[config.mk]
export PLATFORM = sky130hd
export DESIGN_NAME = ofm_write_scheduler
export DESIGN_NICKNAME = d
export VERILOG_FILES = /design/src/rtl/ofm_sched_pkg.sv /design/src/rtl/ofm_pos_counter.sv /design/src/rtl/ofm_write_scheduler.sv
export SDC_FILE = /design/constraint.sdc
export NUM_CORES = 1
export LEC_CHECK = 0
export ABC_CLOCK_PERIOD_IN_PS = 2800
export BUFFER_PORTS_ARGS = -buffer_cell sky130_fd_sc_hd__buf_2
export CAP_MARGIN = 20
export CORE_ASPECT_RATIO = 0.7
export CORE_UTILIZATION = 55
export DETAILED_ROUTE_END_ITERATION = 7
export PLACE_DENSITY = 0.77
export SLEW_MARGIN = 10
export SYNTH_ARGS = -nofsm -noshare
export SYNTH_HDL_FRONTEND = slang
export SYNTH_HIERARCHICAL = 1
export SYNTH_SLANG_ARGS = --single-unit
export TNS_END_PERCENT = 1
[constraint.sdc]
create_clock -name clk -period 2.8 [get_ports clk]
set_input_delay 0.56 -clock clk [delete_from_list [all_inputs] [get_ports clk]]
set_output_delay 0.56 -clock clk [all_outputs]
set_load 0.005 [all_outputs]
[src/rtl/ofm_sched_pkg.sv]
// ============================================================================
//  Module      : ofm_sched_pkg
//  Description : Shared state encoding and derived tiling constants for the
//                OFM write scheduler.
//  Revision    : 1.0 - initial release
// ============================================================================
`default_nettype none

package ofm_sched_pkg;

    typedef enum logic [1:0] {
        ST_IDLE    = 2'd0,
        ST_WRITE   = 2'd1,
        ST_ADVANCE = 2'd2,
        ST_DONE    = 2'd3
    } sched_state_e;

    function automatic int calc_plane_size(input int ofm_size);
        return ofm_size * ofm_size;
    endfunction

    function automatic int calc_tiles_per_row(input int sys_size, input int ofm_size);
        return (ofm_size + sys_size - 1) / sys_size;
    endfunction

    // Width of the ragged right-hand tile of every row.
    function automatic int calc_last_tile_pixels(input int sys_size, input int ofm_size);
        return ofm_size - (calc_tiles_per_row(sys_size, ofm_size) - 1) * sys_size;
    endfunction

    localparam int DEF_SYSTOLIC_SIZE = 16;
    localparam int DEF_OFM_SIZE      = 414;
    localparam int PLANE_SIZE        = calc_plane_size(DEF_OFM_SIZE);
    localparam int TILES_PER_ROW     = calc_tiles_per_row(DEF_SYSTOLIC_SIZE, DEF_OFM_SIZE);
    localparam int LAST_TILE_PIXELS  = calc_last_tile_pixels(DEF_SYSTOLIC_SIZE, DEF_OFM_SIZE);

endpackage

`default_nettype wire

[src/rtl/ofm_pos_counter.sv]
// ============================================================================
//  Module      : ofm_pos_counter
//  Description : Tracks tile column / row within the OFM and the base word
//                address of the current tile.
//  Revision    : 1.0 - initial release
// ============================================================================
`default_nettype none

module ofm_pos_counter
    import ofm_sched_pkg::*;
#(
    parameter int SYSTOLIC_SIZE = 16,
    parameter int OFM_SIZE      = 414,
    parameter int ADDR_WIDTH    = 22
) (
    input  logic                             clk,
    input  logic                             rst_n,
    input  logic                             advance,
    input  logic                             clear,
    output logic [ADDR_WIDTH-1:0]            base_addr,
    output logic [$clog2(SYSTOLIC_SIZE)-1:0] last_pixel,
    output logic                             last_tile
);

    localparam int TPR = calc_tiles_per_row(SYSTOLIC_SIZE, OFM_SIZE);
    localparam int LTP = calc_last_tile_pixels(SYSTOLIC_SIZE, OFM_SIZE);
    localparam int PW  = $clog2(SYSTOLIC_SIZE);
    localparam int CW  = (TPR > 1) ? $clog2(TPR) : 1;
    localparam int RW  = (OFM_SIZE > 1) ? $clog2(OFM_SIZE) : 1;

    logic [CW-1:0]         col_q, col_d;
    logic [RW-1:0]         row_q, row_d;
    logic [ADDR_WIDTH-1:0] base_q, base_d;
    logic                  last_col;
    logic                  last_row;
    logic [ADDR_WIDTH-1:0] valid_pixels;

    assign last_col     = (col_q == CW'(TPR - 1));
    assign last_row     = (row_q == RW'(OFM_SIZE - 1));
    assign valid_pixels = last_col ? ADDR_WIDTH'(LTP) : ADDR_WIDTH'(SYSTOLIC_SIZE);
    assign last_pixel   = last_col ? PW'(LTP - 1) : PW'(SYSTOLIC_SIZE - 1);
    assign last_tile    = last_col && last_row;
    assign base_addr    = base_q;

    always_comb begin
        col_d  = col_q;
        row_d  = row_q;
        base_d = base_q;
        if (clear) begin
            col_d  = '0;
            row_d  = '0;
            base_d = '0;
        end else if (advance) begin
            // Stepping past the ragged last tile lands exactly on the next row start.
            base_d = base_q + valid_pixels;
            if (last_col) begin
                col_d = '0;
                row_d = last_row ? '0 : row_q + RW'(1);
            end else begin
                col_d = col_q + CW'(1);
            end
        end
    end

    always_ff @(posedge clk) begin
        if (!rst_n) begin
            col_q  <= '0;
            row_q  <= '0;
            base_q <= '0;
        end else begin
            col_q  <= col_d;
            row_q  <= row_d;
            base_q <= base_d;
        end
    end

endmodule

`default_nettype wire

[src/rtl/ofm_write_scheduler.sv]
// ============================================================================
//  Module      : ofm_write_scheduler
//  Description : Streams each finished systolic result tile to OFM memory,
//                channel-major, one word per accepted beat.
//  Revision    : 1.0 - initial release
// ============================================================================
`default_nettype none

module ofm_write_scheduler
    import ofm_sched_pkg::*;
#(
    parameter int SYSTOLIC_SIZE = 16,
    parameter int OFM_SIZE      = 414,
    parameter int ADDR_WIDTH    = 22
) (
    input  logic                             clk,
    input  logic                             rst_n,
    input  logic                             tile_ready,
    input  logic                             wr_ready,
    output logic                             wr_valid,
    output logic [ADDR_WIDTH-1:0]            ofm_addr,
    output logic [$clog2(SYSTOLIC_SIZE)-1:0] sel_channel,
    output logic [$clog2(SYSTOLIC_SIZE)-1:0] sel_pixel,
    output logic                             busy,
    output logic                             tile_done,
    output logic                             layer_done
);

    localparam int                    PW      = $clog2(SYSTOLIC_SIZE);
    localparam logic [ADDR_WIDTH-1:0] PLANE_A = ADDR_WIDTH'(calc_plane_size(OFM_SIZE));

    sched_state_e          state_q, state_d;
    logic [PW-1:0]         chan_q, chan_d;
    logic [PW-1:0]         pix_q, pix_d;
    logic [ADDR_WIDTH-1:0] chan_off_q, chan_off_d;

    logic                  pos_advance;
    logic                  pos_clear;
    logic [ADDR_WIDTH-1:0] base_addr;
    logic [PW-1:0]         last_pixel;
    logic                  last_tile;

    ofm_pos_counter #(
        .SYSTOLIC_SIZE (SYSTOLIC_SIZE),
        .OFM_SIZE      (OFM_SIZE),
        .ADDR_WIDTH    (ADDR_WIDTH)
    ) u_pos (
        .clk        (clk),
        .rst_n      (rst_n),
        .advance    (pos_advance),
        .clear      (pos_clear),
        .base_addr  (base_addr),
        .last_pixel (last_pixel),
        .last_tile  (last_tile)
    );

    always_comb begin
        state_d     = state_q;
        chan_d      = chan_q;
        pix_d       = pix_q;
        chan_off_d  = chan_off_q;
        pos_advance = 1'b0;
        pos_clear   = 1'b0;
        case (state_q)
            ST_IDLE: begin
                if (tile_ready) state_d = ST_WRITE;
            end
            ST_WRITE: begin
                if (wr_ready) begin
                    if (pix_q == last_pixel) begin
                        pix_d = '0;
                        if (chan_q == PW'(SYSTOLIC_SIZE - 1)) begin
                            chan_d     = '0;
                            chan_off_d = '0;
                            state_d    = ST_ADVANCE;
                        end else begin
                            chan_d     = chan_q + PW'(1);
                            chan_off_d = chan_off_q + PLANE_A;
                        end
                    end else begin
                        pix_d = pix_q + PW'(1);
                    end
                end
            end
            ST_ADVANCE: begin
                pos_advance = 1'b1;
                state_d     = last_tile ? ST_DONE : ST_IDLE;
            end
            ST_DONE: begin
                pos_clear = 1'b1;
                state_d   = ST_IDLE;
            end
            default: state_d = ST_IDLE;
        endcase
    end

    always_ff @(posedge clk) begin
        if (!rst_n) begin
            state_q    <= ST_IDLE;
            chan_q     <= '0;
            pix_q      <= '0;
            chan_off_q <= '0;
        end else begin
            state_q    <= state_d;
            chan_q     <= chan_d;
            pix_q      <= pix_d;
            chan_off_q <= chan_off_d;
        end
    end

    assign wr_valid    = (state_q == ST_WRITE);
    assign busy        = (state_q != ST_IDLE);
    assign tile_done   = (state_q == ST_ADVANCE);
    assign layer_done  = (state_q == ST_DONE);
    assign sel_channel = chan_q;
    assign sel_pixel   = pix_q;
    assign ofm_addr    = base_addr + chan_off_q + ADDR_WIDTH'(pix_q);

endmodule

`default_nettype wire

==> flow_metrics.py <==
metrics = {
    "status": {
        "status": "complete, but fails checks",
        "violations": "negative setup slack",
    },
    "routing": {
        "drc": 0,
        "drtIter0Drc": 425,
        "postRouteAntennaNets": 0,
        "vias": 4415,
        "viasPerCell": 5.92,
        "firstDrtPassIters": 8,
        "wirelength_mm": 12.4,
        "wl_per_cell_um": 16.6,
    },
    "worst_setup_path": {
        "critical_path.startpoint": "u_pos/base_addr[3]",
        "arrival_ns": 2.89,
        "worst-path-max-fanout": 4,
        "worstSetupPathType": "register to output pin",
        "r2r_start": "u_pos/col_q[1]",
        "startpoint_type": "register",
        "cp.required_ns": 2.24,
        "endpoint_kind": "output pin",
        "r2r_cells": 10,
    },
    "floorplanning": {
        "die-width_um": 111,
        "fp.coreArea_mm2": 0.00797,
        "dieHeight_um": 78.5,
        "start_util_pct": 57.7,
        "ios": 38,
        "rows": 27,
        "dieArea_mm2": 0.00874,
    },
    "grt": {
        "first_global_vias": 4230,
        "grt_use_total_pct": 28.9,
        "antenna_found_initial": 0,
        "grt_pass1_wl_mm": 20.0,
        "grt_max_degree": 20,
        "grt-ovfl-total": 0,
    },
    "logic_synthesis": {
        "yosys_warnings": 6,
        "synthFlopType": "dfxtp_1",
        "syn_area_mm2": 0.00460,
        "yosys.area.top_type": "dfxtp_1",
        "yosys.cell_types.count": 69,
        "synth.area.top_cells": "dfxtp_1, ha_1, xnor2_1",
        "ys_ff_latch": 65,
        "synth_edf_count": 0,
        "synthArstFlopShare_pct": 0,
        "yosysTopAreaCellShare_pct": 28.3,
        "syn_avg_cell_area_um2": 8.37,
        "yosysSeqAreaShare_pct": 28.3,
        "netlist_instances": 550,
    },
    "timing": {
        "post-route-period-util_pct": 123,
        "fin_worst_skew_ns": 0.00489,
        "finalMaxSlewViolations": 0,
        "fmax_ghz": 0.290,
        "setup_viol": 16,
        "rsz0062_at_grt": "true",
        "hold_viol_final": 0,
        "setup_ws_ns": -0.651,
        "max-slew-margin-rel_pct": 47.8,
        "tightest_slew_ns": 0.783,
        "period_needed_ns": 3.45,
        "tns_ns": -6.28,
    },
    "power": {
        "power_density_mw_per_mm2": 351,
        "power.leakage_nw": 2.59,
        "vdd_drop_max_mv": 0.397,
        "p_total_mw": 2.01,
    },
    "finish": {
        "layout_commonest_cell": "buf_4",
        "n_antenna_cell": 0,
        "area_growth_pct": 24.3,
        "final_cell_mix": "buf_4, dfxtp_1, nor2_1",
        "utilization_pct": 71.8,
        "num-fill-cells": 567,
        "layout-drive-gt1-share_pct": 24.7,
        "nets": 701,
        "final_cell_count_no_fill": 746,
    },
    "clock_network": {
        "cts_sinks": 65,
        "clockRootBuffer": "clkbuf_16",
        "cts_setup_buffers": 0,
        "cts_buffer_depth": 2,
        "numCtsBuffers": 9,
        "htreeDepth": 3,
        "clk_pin_slew_ns": 0.05,
        "cts_hold_buf": 0,
        "cts_tree": "done",
        "insertion_delay_ns": 0.33,
    },
    "place": {
        "dp_hpwl_mm": 9.28,
        "globalplace.congestion": 0.946,
        "portBuffers": 37,
        "dp.cells": 733,
    },
    "min_path": {
        "whs_path_depth": 2,
        "hp-class": "register to register",
        "min_from": "u_pos/row_q[1]",
    },
    "flow_run": {
        "cap_violations": 0,
    },
}
stage by stage:
step / hold WS (ns) / instance area, um^2 / setup WS (ns)
after floorplan: 0.461 / 4630 / -0.0172
after global placement: 0.475 / 5340 / -0.208
after detailed placement: 0.494 / 5340 / -0.398
after CTS: 0.498 / 5690 / -0.621
after global routing: 0.526 / 5720 / -0.693
final: 0.503 / 5720 / -0.651
routing by layer:
layer | vias to the layer above | global-route usage (%) | wire length (um)
met5 | - | 0 | 0
met1 | 2081 | 37.8 | 5700
li1 | 2150 | - | -
met2 | 164 | 47.9 | 5670
met3 | 20 | 5.56 | 787
met4 | 0 | 10.0 | 195
critical path: stages, from the launching register on:
cell      delay, ns
dfxtp_1        0.33
fa_1           0.53
ha_4           0.20
or2_1          0.29
o221ai_4       0.22
a21oi_2        0.11
or4_1          0.42
a31oi_1        0.18
xnor2_1        0.13
buf_2          0.14
kinds of logic after synthesis:
group | share of synthesized area, %
AND/OR/NAND/NOR | 22.6
AO/OA/AOI/OAI | 17.1
flip-flops | 28.3
XOR/XNOR | 11.6
adder cells (fa/ha/maj) | 15.3
buffers and inverters | 3.81
multiplexers | 1.09
other | 0.163
cells in the mapped netlist, drive strengths merged (2+ instances only):
cell type and number:
mux2i 5, o211ai 2, nand2 45, a21o 8
ha 50, nand2b 5, conb 2, inv 14
a31oi 9, nor3 9, nand3 19, o31ai 4
a21boi 3, clkbuf 8, o21a 4, o21ai 28
nor2b 8, a211oi 7, nor4 7, and3 7
a311o 2, or2 3, and2 9, dfxtp 65
nor2 59, or4 3, xnor2 32, or3 7
and4 5, fa 4, xor2 29, a21oi 35
buf 14, a31o 4, nand4 13
report_power, final:
part,internal [mW],leakage (nW),switching (mW)
Sequential,0.929,0.526,0.00512
Clock,0.656,0.134,0.363
Combinational,0.0215,1.93,0.0349
Total,1.61,2.59,0.403
final cells by class:
class,instances,area (um^2),share of cell area (%)
Sequential cell,65,1310,22.9
Timing Repair Buffer,102,698,12.2
Inverter,15,60.1,1.05
Multi-Input combinational cell,450,3260,57.0
Clock buffer,13,270,4.72
Tap cell,101,126,2.21
timing repair:
action | CTS | global route
endpoints found under the hold margin | 0 | 0
resized for setup | 13 | 12
pin swaps | 7 | 4
endpoints found under the setup margin | 17 | 38
path summary, 6_finish.rpt:
path,to,slack (ns)
worst min register to register,u_pos/row_q[1],0.50
worst max register to register,u_pos/base_addr[19],0.15
worst min-delay path,u_pos/row_q[1],0.50
worst max-delay path,ofm_addr[19],-0.65
sequential cells by signal, indices dropped and copies added, names as in the netlist:
signal and cells:
chan_off_q 20, sel_channel 4, sel_pixel 4, state_q 2, u_pos/base_addr 21, u_pos/col_q 5, u_pos/row_q 9
Note: power is estimated with default switching activity, not from simulation.
